--- config.mk ---
export PLATFORM = sky130hd
export DESIGN_NAME = fft_sram_arbiter
export DESIGN_NICKNAME = d
export VERILOG_FILES = /design/src/rtl/fft_sram_pkg.sv /design/src/rtl/fft_sram_arbiter_rr_priority_picker.sv /design/src/rtl/fft_sram_arbiter.sv
export SDC_FILE = /design/constraint.sdc
export NUM_CORES = 1
export LEC_CHECK = 0
export BUFFER_PORTS_ARGS = -buffer_cell sky130_fd_sc_hd__buf_4
export CAP_MARGIN = 0
export CORE_ASPECT_RATIO = 0.7
export CORE_MARGIN = 3
export CORE_UTILIZATION = 44
export CTS_BUF_LIST = sky130_fd_sc_hd__clkbuf_8
export CTS_CLUSTER_DIAMETER = 40
export DETAILED_ROUTE_END_ITERATION = 8
export GPL_TIMING_DRIVEN = 0
export PLACE_DENSITY = 0.92
export SLEW_MARGIN = 40
export SYNTH_ARGS = -nofsm -noshare
export SYNTH_HDL_FRONTEND = slang
export SYNTH_SLANG_ARGS = --single-unit
--- constraint.sdc ---
create_clock -name i_clk -period 2.4 [get_ports i_clk]
set_input_delay 0.24 -clock i_clk [delete_from_list [all_inputs] [get_ports i_clk]]
set_output_delay 0.24 -clock i_clk [all_outputs]
set_load 0.01 [all_outputs]
--- src/rtl/fft_sram_pkg.sv ---
// Shared constants and enums for the FFT sample SRAM arbiter.
package fft_sram_pkg;

  localparam int NREQ   = 3;
  localparam int ADDR_W = 9;
  localparam int DATA_W = 16;
  localparam int ID_W   = 2;

  // Requester identities; the value is the bit position in the request vectors.
  typedef enum logic [ID_W-1:0] {
    REQ_LOAD = 2'd0,
    REQ_FFT  = 2'd1,
    REQ_DUMP = 2'd2
  } req_id_e;

  // Arbitration FSM: open competition or exclusive burst ownership.
  typedef enum logic {
    ARB    = 1'b0,
    LOCKED = 1'b1
  } arb_state_e;

endpackage

--- src/rtl/fft_sram_arbiter_rr_priority_picker.sv ---
// Combinational rotating-priority picker: the first set request at or after
// i_start (wrapping) wins, returned as a one-hot grant. i_start must be < N.
module rr_priority_picker #(
  parameter int N     = 3,
  parameter int IDX_W = 2
) (
  input  logic [N-1:0]     i_req,
  input  logic [IDX_W-1:0] i_start,
  output logic [N-1:0]     o_grant
);

  logic [2*N-1:0] w_req2;
  logic [2*N-1:0] w_rot2;
  logic [N-1:0]   w_rot;
  logic [N-1:0]   w_pick;
  logic [2*N-1:0] w_gnt2;

  // Rotate so the start index lands on bit 0, isolate the lowest set bit,
  // then rotate back. Doubling the vector turns the rotation into a shift.
  assign w_req2  = {i_req, i_req};
  assign w_rot2  = w_req2 >> i_start;
  assign w_rot   = w_rot2[N-1:0];
  assign w_pick  = w_rot & (-w_rot);
  assign w_gnt2  = {{N{1'b0}}, w_pick} << i_start;
  assign o_grant = w_gnt2[N-1:0] | w_gnt2[2*N-1:N];

endmodule

--- src/rtl/fft_sram_arbiter.sv ---
// Single-port arbiter for the 512x16 FFT sample SRAM: round-robin grant with
// optional burst lock, registered SRAM pins and in-order read-data routing.
module fft_sram_arbiter
  import fft_sram_pkg::*;
#(
  parameter int RD_LAT   = 1,
  parameter int LOCK_MAX = 64
) (
  input  logic                   i_clk,
  input  logic                   i_rst,
  input  logic [NREQ-1:0]        i_req_valid,
  input  logic [NREQ-1:0]        i_req_write,
  input  logic [NREQ-1:0]        i_req_lock,
  input  logic [NREQ*ADDR_W-1:0] i_req_addr,
  input  logic [NREQ*DATA_W-1:0] i_req_wdata,
  output logic [NREQ-1:0]        o_req_ready,
  output logic [NREQ-1:0]        o_rsp_valid,
  output logic [DATA_W-1:0]      o_rsp_rdata,
  output logic                   o_f_rden,
  output logic                   o_f_wren,
  output logic [ADDR_W-1:0]      o_f_address,
  output logic [DATA_W-1:0]      o_f_data,
  input  logic [DATA_W-1:0]      i_f_q,
  output logic [1:0]             o_owner,
  output logic                   o_locked,
  output logic                   o_lock_err
);

  localparam int CNT_W = $clog2(LOCK_MAX + 1);

  arb_state_e        r_state;
  arb_state_e        w_state_next;
  logic [ID_W-1:0]   r_last_grant;
  logic [ID_W-1:0]   r_owner;
  logic [ID_W-1:0]   r_rd_id;
  logic [CNT_W-1:0]  r_idle_cnt;
  logic              r_f_rden;
  logic              r_f_wren;
  logic [ADDR_W-1:0] r_f_address;
  logic [DATA_W-1:0] r_f_data;
  logic [RD_LAT-1:0] r_tag_vld;
  logic [ID_W-1:0]   r_tag_id [RD_LAT];

  logic [ID_W-1:0]   w_start;
  logic [NREQ-1:0]   w_owner_oh;
  logic [NREQ-1:0]   w_req_mask;
  logic [NREQ-1:0]   w_grant;
  logic              w_owner_valid;
  logic              w_hs;
  logic              w_expire;
  logic [ID_W-1:0]   w_sel_id;
  logic              w_sel_write;
  logic              w_sel_lock;
  logic [ADDR_W-1:0] w_sel_addr;
  logic [DATA_W-1:0] w_sel_wdata;

  for (genvar gi = 0; gi < NREQ; gi++) begin : g_owner
    assign w_owner_oh[gi] = (r_owner == ID_W'(gi));
  end

  assign w_owner_valid = |(i_req_valid & w_owner_oh);
  assign w_start       = (r_last_grant == ID_W'(NREQ - 1)) ? '0 : r_last_grant + ID_W'(1);
  // While locked the same picker is reused with everyone but the owner masked off.
  assign w_req_mask    = (r_state == LOCKED) ? (i_req_valid & w_owner_oh) : i_req_valid;
  // An idle owner is only forced out on the cycle its count would hit the limit;
  // an owner with valid high is always granted, so a handshake always wins.
  assign w_expire      = (r_state == LOCKED) && !w_owner_valid &&
                         (r_idle_cnt == CNT_W'(LOCK_MAX - 1));

  rr_priority_picker #(
    .N     (NREQ),
    .IDX_W (ID_W)
  ) u_picker (
    .i_req   (w_req_mask),
    .i_start (w_start),
    .o_grant (w_grant)
  );

  assign w_hs = |w_grant;

  // Route the winning requester's command fields.
  always_comb begin
    w_sel_id    = '0;
    w_sel_write = 1'b0;
    w_sel_lock  = 1'b0;
    w_sel_addr  = '0;
    w_sel_wdata = '0;
    for (int k = 0; k < NREQ; k++) begin
      if (w_grant[k]) begin
        w_sel_id    = ID_W'(k);
        w_sel_write = i_req_write[k];
        w_sel_lock  = i_req_lock[k];
        w_sel_addr  = i_req_addr[k*ADDR_W +: ADDR_W];
        w_sel_wdata = i_req_wdata[k*DATA_W +: DATA_W];
      end
    end
  end

  // FSM next state: enter LOCKED on a locking transfer, leave on an unlocking
  // transfer by the owner or on idle timeout.
  always_comb begin
    w_state_next = r_state;
    case (r_state)
      ARB:     if (w_hs && w_sel_lock) w_state_next = LOCKED;
      LOCKED:  if ((w_hs && !w_sel_lock) || w_expire) w_state_next = ARB;
      default: w_state_next = ARB;
    endcase
  end

  // FSM state register.
  always_ff @(posedge i_clk or posedge i_rst) begin
    if (i_rst) r_state <= ARB;
    else       r_state <= w_state_next;
  end

  // Pointer, owner, idle counter and the registered SRAM command.
  always_ff @(posedge i_clk or posedge i_rst) begin
    if (i_rst) begin
      r_last_grant <= REQ_DUMP;
      r_owner      <= '0;
      r_rd_id      <= '0;
      r_idle_cnt   <= '0;
      r_f_rden     <= 1'b0;
      r_f_wren     <= 1'b0;
      r_f_address  <= '0;
      r_f_data     <= '0;
    end else begin
      r_f_rden <= w_hs && !w_sel_write;
      r_f_wren <= w_hs && w_sel_write;
      if (w_hs) begin
        r_f_address  <= w_sel_addr;
        r_f_data     <= w_sel_wdata;
        r_rd_id      <= w_sel_id;
        r_last_grant <= w_sel_id;
      end else if (w_expire) begin
        r_last_grant <= r_owner;
      end
      if (w_hs && w_sel_lock) r_owner <= w_sel_id;
      if (r_state == ARB || w_hs || w_expire) r_idle_cnt <= '0;
      else if (!w_owner_valid)                r_idle_cnt <= r_idle_cnt + CNT_W'(1);
    end
  end

  // Read tags follow the SRAM latency so data returns to its issuer in order.
  always_ff @(posedge i_clk or posedge i_rst) begin
    if (i_rst) begin
      r_tag_vld <= '0;
      for (int k = 0; k < RD_LAT; k++) r_tag_id[k] <= '0;
    end else begin
      r_tag_vld[0] <= r_f_rden;
      r_tag_id[0]  <= r_rd_id;
      for (int k = 1; k < RD_LAT; k++) begin
        r_tag_vld[k] <= r_tag_vld[k-1];
        r_tag_id[k]  <= r_tag_id[k-1];
      end
    end
  end

  for (genvar gi = 0; gi < NREQ; gi++) begin : g_rsp
    assign o_rsp_valid[gi] = r_tag_vld[RD_LAT-1] && (r_tag_id[RD_LAT-1] == ID_W'(gi));
  end

  assign o_req_ready = w_grant;
  assign o_rsp_rdata = i_f_q;
  assign o_f_rden    = r_f_rden;
  assign o_f_wren    = r_f_wren;
  assign o_f_address = r_f_address;
  assign o_f_data    = r_f_data;
  assign o_owner     = r_owner;
  assign o_locked    = (r_state == LOCKED);
  assign o_lock_err  = w_expire;

endmodule

; After elaboration in Yosys (flattened, before gate mapping)
; Cells that the tools add are included.
[classes]
n_addsub = 3
n_eq_ne = 7
n_shift = 2
n_mux = 23
n_bitwise = 4
n_reduce_logical = 20
[op_table]
columns = operator, count
row1 = 16-bit 2-to-1 mux, 3
row2 = 9-bit 2-to-1 mux, 3
row3 = 7-bit 2-to-1 mux, 2
row4 = 1-bit logical AND, 9
row5 = 1-bit 2-to-1 mux, 9
row6 = 2-bit 2-to-1 mux, 4
row7 = "7-bit by 1-bit adder with 7-bit output, second input constant", 1
row8 = "7-bit by 6-bit equality test with 1-bit output, second input constant", 1
row9 = 3-bit bitwise AND, 2
row10 = "2-bit equality test, second input constant", 3
row11 = 3-bit OR reduction, 2
row12 = 3-bit by 2-bit left shift with 6-bit output, 1
row13 = 6-bit by 2-bit >> shifter with 3-bit output, 1
row14 = "2-bit by 1-bit equality test with 1-bit output, second input constant", 2
row15 = 2-bit zero test, 2
row16 = 1-bit zero test, 3
row17 = 1-bit logical OR, 3
row18 = 3-bit 2-to-1 mux, 1
row19 = 3-bit negation, 1
row20 = 3-bit OR, 1
row21 = "2-bit by 1-bit adder with 2-bit output, second input constant", 1
row22 = "2-bit by 1-bit != test with 1-bit output, second input constant", 1
row23 = 1-bit case mux with 2 select lines, 1
row24 = 2-bit nonzero test, 1
row25 = 1-bit inverter, 1
[word_totals]
register_bits = 44
inputBits = 102
output_inout_bits = 53
wordCells = 70

; Depth between registers and ports, before layout
; Gate-level depths: netlist (run 1).
[depth]
word_depth = 16
ltp_mapped = 7
depth_no_buf = 6

; By module
; From an unflattened synthesis (run 1), not the netlist that was laid out.
[unflattened]
cells_unflattened = 232
area_unflattened_um2 = 2272.2
[modules_own_cells]
columns = module, instances, cells_each, area_each_um2, seq_area_each_um2
row1 = fft_sram_arbiter, 1, 221, 2203.4, 1102.3
row2 = rr_priority_picker, 1, 11, 68.8, 0.0

; Worst setup path before layout (run 1)
; OpenSTA, ideal clock, no wires.
[synth_path]
path_type = reg-to-reg
startpoint = register r_state (netlist: o_locked)
endpoint = register r_owner[0] (netlist: o_owner[0])
setup_time_ps = 122
t_arrival_ps = 1704
required_ps = 2278
slack_ps = 574
stages_incl_launch_ff = 7
n_path_buf = 1
period_less_slack_ps = 1826
cell_sequence = dfrtp_1 > buf_2 > or4b_4 > o21ai_4 > o21bai_4 > nand2_1 > a32o_1
[synth_between]
elab_chain_len = 10
word_cells_on_any_way = 13
cone_classes = add/sub: 1 / shift: 2 / mux: 6 / bitwise: 2 / reduce/logical: 2
[synth_lines]
columns = element, line
row1 = start: declaration, fft_sram_arbiter.sv:31  ; arb_state_e r_state;
row2 = start signal: assignment, fft_sram_arbiter.sv:113  ; else r_state <= w_state_next;
row3 = 3-bit 2-to-1 mux (*), fft_sram_arbiter.sv:64  ; assign w_req_mask = (r_state == LOCKED) ? (i_req_valid & w_owner_oh) : i_req_valid;
row4 = 6-bit by 2-bit >> shifter with 3-bit output (*), fft_sram_arbiter_rr_priority_picker.sv:21  ; assign w_rot2 = w_req2 >> i_start;
row5 = 3-bit negation, fft_sram_arbiter_rr_priority_picker.sv:23  ; assign w_pick = w_rot & (-w_rot);
row6 = 3-bit bitwise AND (*), fft_sram_arbiter_rr_priority_picker.sv:23
row7 = 3-bit by 2-bit left shift with 6-bit output (*), fft_sram_arbiter_rr_priority_picker.sv:24  ; assign w_gnt2 = {{N{1'b0}}, w_pick} << i_start;
row8 = 3-bit OR (*), fft_sram_arbiter_rr_priority_picker.sv:25  ; assign o_grant = w_gnt2[N-1:0] | w_gnt2[2*N-1:N];
row9 = 1-bit 2-to-1 mux (3 in a row), fft_sram_arbiter.sv:89  ; if (w_grant[k]) begin
row10 = 1-bit logical AND, fft_sram_arbiter.sv:138  ; if (w_hs && w_sel_lock) r_owner <= w_sel_id;
row11 = end signal: assignment, fft_sram_arbiter.sv:138
row12 = end: declaration, fft_sram_arbiter.sv:34  ; logic [ID_W-1:0] r_owner;
; Mark *: on every way between the ends. The rest lies on a longest branch, timed or not.
; A chain may end at the register's enable or synchronous reset.

; Worst setup path after layout (run 1)
[layout_path]
startpoint = register r_last_grant[1]
endpoint = output port o_req_ready[1]
[layout_between]
elab_chain_len = 7
word_cells_on_any_way = 8
cone_classes = add/sub: 2 / eq/ne: 1 / shift: 2 / mux: 1 / bitwise: 2
[layout_lines]
columns = element, line
row1 = start: declaration, fft_sram_arbiter.sv:33  ; logic [ID_W-1:0] r_last_grant;
row2 = start signal: assignment, fft_sram_arbiter.sv:134  ; r_last_grant <= w_sel_id;
row3 = start signal: assignment, fft_sram_arbiter.sv:136  ; r_last_grant <= r_owner;
row4 = 2-bit by 1-bit adder with 2-bit output / 2-bit equality test (equally long branches), fft_sram_arbiter.sv:62  ; assign w_start = (r_last_grant == ID_W'(NREQ - 1)) ? '0 : r_last_grant + ID_W'(1);
row5 = 2-bit 2-to-1 mux (*), fft_sram_arbiter.sv:62
row6 = 6-bit by 2-bit >> shifter with 3-bit output, fft_sram_arbiter_rr_priority_picker.sv:21
row7 = 3-bit negation, fft_sram_arbiter_rr_priority_picker.sv:23
row8 = 3-bit bitwise AND, fft_sram_arbiter_rr_priority_picker.sv:23
row9 = 3-bit by 2-bit left shift with 6-bit output (*), fft_sram_arbiter_rr_priority_picker.sv:24
row10 = 3-bit OR (*), fft_sram_arbiter_rr_priority_picker.sv:25
row11 = end: declaration, fft_sram_arbiter.sv:16  ; output logic [NREQ-1:0] o_req_ready,
; Marked as above.

==> run summary, run 1 <==
The flow ran to the end, and the final reports show no timing, DRC or antenna violations. STA puts the critical path data required time at 2.16 ns. The type of origin of the critical path was a register. In this design, the largest share of critical-path delay is due to buffers and inverters. The area inside the core boundary is 5020 um2. Cells fill 72.3% of the core in the end.

Slew of the pin with the lowest slew margin: 0.521 ns. Sorting the synthesized cells by area gives the leading types as dfrtp_1 45%, a222oi_1 10%, a31oi_1 6.7%, buf_4 6.5%, nor2_1 6.1%. The top cell type by area accounts for 44.6% of the synthesized area.

The tools report the cell count after placement as 461. The area used by multi-input combinational logic was 1050 um2; the share of cells above drive strength 1 was 46.3%. The part of the total power dissipated in the clock network was 11.2%; the count of pins on the block boundary was 155.

The leakage dissipation is 1.77 nW. Walking the worst path, the cells encountered are nand2b_1 > nor2b_1 > o311a_1 > clkbuf_1 > buf_2 > buf_4. Clock skew on the completed layout was measured at 0.00638 ns.

Port buffering added 138 buffers. Counting every instance in the synthesized netlist gives 254. The initialized floorplan defines 21 standard-cell rows. The part of the cycle the worst path needs came out at 95.1%. For this design, the CTS-stage hold fixing added 0 buffers. For the worst setup path, the data arrival time is 2.04 ns. The slowest stage of the critical path is the dfstp_2 cell. The net count of the finished layout is 502. The die covers 6420 um2. The logs give 0 ns for the aggregate negative setup slack and 0 for the max-slew violation count. Worst-case hold slack: 0.0000488 ns. In this run the cell area of the synthesized design comes to 2410 um2.

dfrtp_1 takes more of the synthesized area than any other cell. The longest individual stage delay on the worst path came out at 0.55 ns. Highest clock rate: 438 MHz. The tools report the number of cells in the finished layout apart from fillers as 469. For the total of endpoints with negative setup slack in the final report, the log shows 0. TritonCTS built the clock tree. Power spread over the standard cell area amounts to 1120 nW/um2.

Fraction of power consumed by sequential logic: 32.2%. Capturing element type of the critical path: a primary output. Simple-gate share of the synthesized area: 16.4%. The number of synthesized flops with an enable pin is 0.

The run gives 7.60 mm as the wire length after detailed routing. In this run, the number of DRC markers left after iteration 0 of detailed routing was 254. After clock tree synthesis, the repair step resized 0 gates. Setup repair after global routing left no endpoint under its margin. The vertical die dimension was 67.9 um; the reported max-cap violation count was 0. Summing the areas of all fa, ha and maj instances in the mapped netlist gives 0.519% of the synthesized area. The critical setup path kind is reg2out. During synthesis, Yosys emitted a total of 0 warnings. The post-detailed-route via-to-cell ratio is 5.50. The internal power consumption was 0.00241 W; the fraction of power spent switching nets was 40.6%. The residual antenna-violating net count after detailed routing is 0. After synthesis, the netlist uses 39 different library cells. The total of flip-flops plus latches after synthesis works out to 44. For this run, design rule violations remaining after detail routing come to 0.

After detailed routing, the average wire length per cell comes to 16.2 um. The run gives 2515 as the via count of the first global-routing pass. Dominant combinational cell family by area after synthesis: compound AO/OA/AOI/OAI gates. The maximum level of the CTS H-tree is 2, and the maximum count of clock buffers along a single path is 2.

The synthesized netlist devotes 25.4% of its cell area to compound gates. The clock transition time at the flip-flop clock pins of the worst setup and hold paths is 0.08 ns. For the total number of vias, the log shows 2579. In this run the worst path has a maximum fanout of 10. Summed over all nets, the switching power comes to 0.00165 W.

The worst-case IR drop observed on VDD is 0.717 mV. The library cell used most frequently in the layout, excluding fill and tap cells, is buf_4. The filler cells instantiated in the layout total 393. The sequential share of the synthesized area is 45.7%, and the combined buffer and inverter count along the critical path is 3.

The tools report the number of hold violations in the final report as 0. The total global routing overflow was 0. In the final layout, flip-flops and latches occupy 1100 um2.

Leaving out fill and tap cells, the most frequent cells in the layout are 159 x buf_4, 43 x dfrtp_1, 39 x nor2_1, 32 x nand2_1, 26 x a31oi_1. CTS placed an instance of clkbuf_8 at the clock tree root. Initial antenna violation count: 0.

The tools report the overall global routing resource usage as 23.3%. The number of antenna diodes in the final layout is 0. The post-layout minimum cycle time was 2.28 ns. The synthesized netlist devotes 1.45% of its cell area to XOR and XNOR gates. The tools report the routability congestion estimate as 0.848. The share of total power dissipated in combinational logic is 56.6%. Synthesis produced a netlist with a net count of 357. After synthesis, the share of cell area in mux cells is 0%.

The area growth from synthesis to layout is 50.4%. The number of setup buffers added after CTS came out at 0. Detailed placement ended at an HPWL of 5.89 mm.

In this run the mean area of a mapped cell was 9.49 um2. At the later pin of the worst-skew pair, clock insertion delay measures 0.28 ns. Once the floorplan was initialized, standard cells occupied 48.0% of the core. The min-delay analysis places its worst path in the category in2async. For the number of CTS-inserted buffers, the log shows 5. After synthesis, the share of flip-flops with an asynchronous set or reset is 100%. In the synthesized netlist the dominant register cell turns out to be dfrtp_1.

The global-route wire length before repair was 11.6 mm. The floorplan step set the die width to 94.5 um. The first detailed-routing pass ran for 8 iterations. In this run the tightest slew margin relative to its limit is 65.2%. The clock drives 44 sinks. Entering global routing, the biggest net connects 45 pins.
-- cell type report --
| cell class | instances | share of cell area, % |
|---|---|---|
| Inverter | 8 | 0.897 |
| Clock inverter | 2 | 0.207 |
| Clock buffer | 6 | 2.28 |
| Tap cell | 69 | 2.38 |
| Buffer | 35 | 6.18 |
| Multi-Input combinational cell | 167 | 29.1 |
| Sequential cell | 44 | 30.4 |
| Timing Repair Buffer | 138 | 28.6 |
-- cells by family after synthesis --
kind of cell | after synthesis
adders and majority gates | 1
buffers and inverters | 43
and+or+nand+nor | 90
AOI/OAI and AO/OA | 72
xor gates and xnor gates | 4
DFF | 44
-- Yosys cell counts, types with 2 or more instances --
cell and n:
nand3_1 2, buf_4 21, a32o_1 2, inv_1 7, buf_2 11, and3b_1 3
nor2_1 39, dfrtp_1 43, o21ai_0 2, o32a_1 2, a31oi_1 26, nand2b_1 5
nand2_1 32, xnor2_1 4, clkbuf_1 3, a222oi_1 25, nor3_1 3, a21o_1 3
-- state kept, by name, indices dropped and copies added (netlist names) --
| register | cells |
|---|---|
| o_f_data | 16 |
| o_f_address | 9 |
| r_idle_cnt | 7 |
| o_owner | 2 |
| r_last_grant | 2 |
| r_rd_id | 2 |
| r_tag_id | 2 |
| o_f_rden | 1 |
| o_f_wren | 1 |
| o_locked | 1 |
| r_tag_vld | 1 |
-- final timing paths --
check	to	start	cells after the start	slack (ns)
max	o_req_ready[1]	r_last_grant[1]	6	0.12
min	o_f_data[4]	i_rst	2	0.00005
max reg2reg	o_f_address[6]	o_locked	7	0.33
min reg2reg	r_tag_vld	o_f_rden	0	0.38
max in group asynchronous	r_last_grant[1]	i_rst	2	2.02
min in group i_clk	o_f_rden	i_req_write[1]	2	0.13
-- through the flow --
stage	area (um2)	setup WS, ns	total power, W
finish	3630	0.118	0.00406
global placement	3530	0.385	0.00354
detailed placement	3540	0.344	0.00361
global route	3630	0.0263	0.00440
floorplan	2410	0.574	0.00264
CTS	3630	0.145	0.00407
-- power by group through the flow --
stage	combinational, W	sequential, W	clock (W)
floorplan	0.00124	0.00141	0
global placement	0.00224	0.00130	0
detailed placement	0.00229	0.00132	0
CTS	0.00230	0.00130	0.000467
global route	0.00255	0.00135	0.000505
finish	0.00230	0.00131	0.000455
-- routing by layer --
| layer | GRT usage [%] | wire length (um) | up-vias |
|---|---|---|---|
| li1 | - | - | 1221 |
| met1 | 29.2 | 2950 | 1212 |
| met2 | 40.4 | 3650 | 140 |
| met3 | 5.60 | 929 | 6 |
| met4 | 7.55 | 73 | 0 |
| met5 | 0 | 0 | - |
(Power assumes the default switching activity.)
==> run 2: changes to the inputs <==
==> constraint.sdc (replaced) <==
create_clock -name i_clk -period 2.4 [get_ports i_clk]
set_input_delay 0.48 -clock i_clk [delete_from_list [all_inputs] [get_ports i_clk]]
set_output_delay 0.48 -clock i_clk [all_outputs]
set_load 0.01 [all_outputs]
==> run 2 against run 1 <==
Net effect: utilization up 0.92 points; wire length is 2.0% higher; sequential power hardly changed; register-to-register slack about the same; maximum frequency is 2.0% lower; critical path type unchanged; flip-flop and latch count unchanged; first-iteration DRC count is 2.8% lower.
==> run summary, run 2 (same netlist as run 1, synthesis figures left out) <==
The number of antenna cells inserted is 0. Initial antenna violation count: 0. TritonCTS built the clock tree. The reported max-cap violation count is 0. The worst register-to-register path ends at o_f_address[2].

STA puts the critical path data arrival time at 1.85 ns. The first TritonRoute pass finished after 7 iterations. Once detail routing completed, the nets flagged for antenna violations numbered 0. The largest clock skew in the final design was 0.00785 ns. The library cell appearing most often on the critical path is buf_4. The max-slew violation count came out at 0. The first global-routing pass estimated 11.7 mm of wire. The initial core utilization was 48.0%; the overall global routing resource usage was 23.5%. The logs give 5 for the number of CTS-inserted buffers and 0 for the total of endpoints with negative setup slack in the final report.

The highest clock rate is 430 MHz, and the share of cells above drive strength 1 is 47.1%. The depth of the most critical reg-to-reg path came out at 7. In this run the worst setup path begins at o_locked. The worst setup path is of the reg2out kind. From bottom edge to top edge, the die measures 67.9 um.

For the finished layout, the period the worst path requires is 2.33 ns. At the placement stage, the worst setup path has a slack of 0.154 ns. After clock tree synthesis, the clock-pin slew on the worst setup and hold paths is 0.08 ns. The total overflow left after global routing is 0. The worst pin sits at a relative slew slack of 65.4%. Layout net count: 505.

Walking the worst path, the cells encountered are buf_6 > or4b_4 > o21ai_4 > o21bai_4 > buf_4 > buf_4. The flow ran to the end, and the final reports show no timing, DRC or antenna violations. After detailed routing, the total wire length is 7.75 mm. Start of the worst register-to-register path: o_owner[1]. In this run the register-to-register setup slack is 0.32 ns.

The via count of the first global-routing pass is 2529, and the maximum fanout encountered on the critical timing path is 10. The top cell types in the final layout, fill and taps aside, are 164 x buf_4, 43 x dfrtp_1, 39 x nor2_1, 32 x nand2_1, 26 x a31oi_1. The logs give 461 for the cell count after placement and 0.706 mV for the highest ir drop seen on vdd. The tools report the library cell used as clock root buffer as clkbuf_8. The worst setup path is captured at a primary output. For this run, the slowest stage of the critical path takes 0.53 ns. For the pin with the worst max-slew slack, the measured transition is 0.520 ns. Dividing the final minimum period by the clock period gives 97.0%. Dividing total power by cell area gives a power density of 1130 nW/um2. Among all stages on the critical path, the largest delay is contributed by or4b_4. The leading cell type in the layout, fill and taps excluded was buf_4.

The number of flip-flops under the largest register name was 16; the number of hold violations in the final report was 0. Measured along the x axis, the die boundary spans 94.5 um. The count of pins on the block boundary came out at 155.

The number of sinks handled by clock tree synthesis was 44; the number of buffers inserted by port buffering was 138. In the routed design, unresolved DRC markers number 0. Compared with the post-synthesis result, the final layout area differs by 52.3%. The type of the worst min-delay path is in2async. At the end of routability-driven placement, the weighted congestion stood at 0.848. At the end of the flow the core is filled with cells to 73.2%. The number of standard-cell rows in the floorplan is 21, and the average wire per cell in the routed design is 16.4 um. Summed over all failing endpoints, the final setup total negative slack is 0 ns. The placed wire-length estimate came out at 5.89 mm.

The longest clock path from root to sink contains 2 buffers. The area inside the core boundary was 5020 um2. Dividing the detail-routed via count by the number of cells gives 5.54. In this run the number of H-tree levels came out at 2.

Area of the die: 6420 um2. STA classifies the critical path startpoint as a register. The worst path required time was 1.92 ns; the total number of vias was 2613.

Leaving out filler cells and counting taps, the final layout contains 472. The first routing iteration left 247 violations. Entering global routing, the biggest net connects 45 pins.

The post-route worst setup slack was 0.0729 ns; the insertion delay to the later sink of the worst-skew pair was 0.29 ns. The leakage dissipation came out at 1.79 nW.
-- run 2: layout make-up --
cell class / count / area (um2)
plain buffers: 34 / 229
clock buffers: 6 / 82.6
clock inverters: 2 / 7.51
fillers: 381 / 1350
inverters: 8 / 32.5
multi-input cells: 167 / 1070
flip-flops and latches: 44 / 1100
well taps: 69 / 86.3
repair buffers: 142 / 1070
-- run 2: stage by stage --
step	hold slack, ns	cell area, um2	total power, W
floorplan	0.354	2410	0.00264
global placement	0.360	3530	0.00354
detailed placement	0.368	3540	0.00361
CTS	0.246	3640	0.00410
global route	0.270	3670	0.00448
finish	0.236	3670	0.00414
-- run 2: per-layer routing --
metal / up-vias / share of wire, % / global-route usage (%) / wire (um)
li1: 1225 / - / - / -
met1: 1222 / 37 / 29.2 / 2880
met2: 160 / 49 / 40.5 / 3770
met3: 6 / 13 / 6.04 / 1030
met4: 0 / 0.83 / 7.55 / 64
met5: - / 0 / 0 / 0
-- run 2: timing repair --
item                       4_1_cts  5_1_grt
hold buffers                     0        0
setup endpoints to repair        2        3
buffers inserted                 1        3
gates resized for setup          2        3
hold endpoints to repair         0        0
pin swaps                        0        0
-- run 2: worst max path at each step --
stage | slack (ns) | depth (start not counted) | endpoint
after floorplan | 0.39 | 5 | o_req_ready[2]
after global placement | 0.15 | 6 | o_req_ready[2]
after detailed placement | 0.15 | 6 | o_req_ready[2]
after CTS | 0.002 | 6 | o_req_ready[2]
after global routing | -0.01 | 5 | o_req_ready[0]
final | 0.07 | 6 | o_req_ready[2]
-- run 2: report_power, final --
part / internal (W) / switching, W / leakage (nW)
logic: 0.00115 / 0.00123 / 1.20
clock network: 0.000226 / 0.000234 / 0.0538
registers: 0.00109 / 0.000217 / 0.538
total: 0.00246 / 0.00168 / 1.79
-- run 2: worst max-delay path, delay by kind of cell, from the launching register on --
family	cells	cell delay, ns
buffers and inverters	3	0.39
DFF	1	0.40
AOI/OAI and AO/OA	2	0.25
and+or+nand+nor	1	0.53
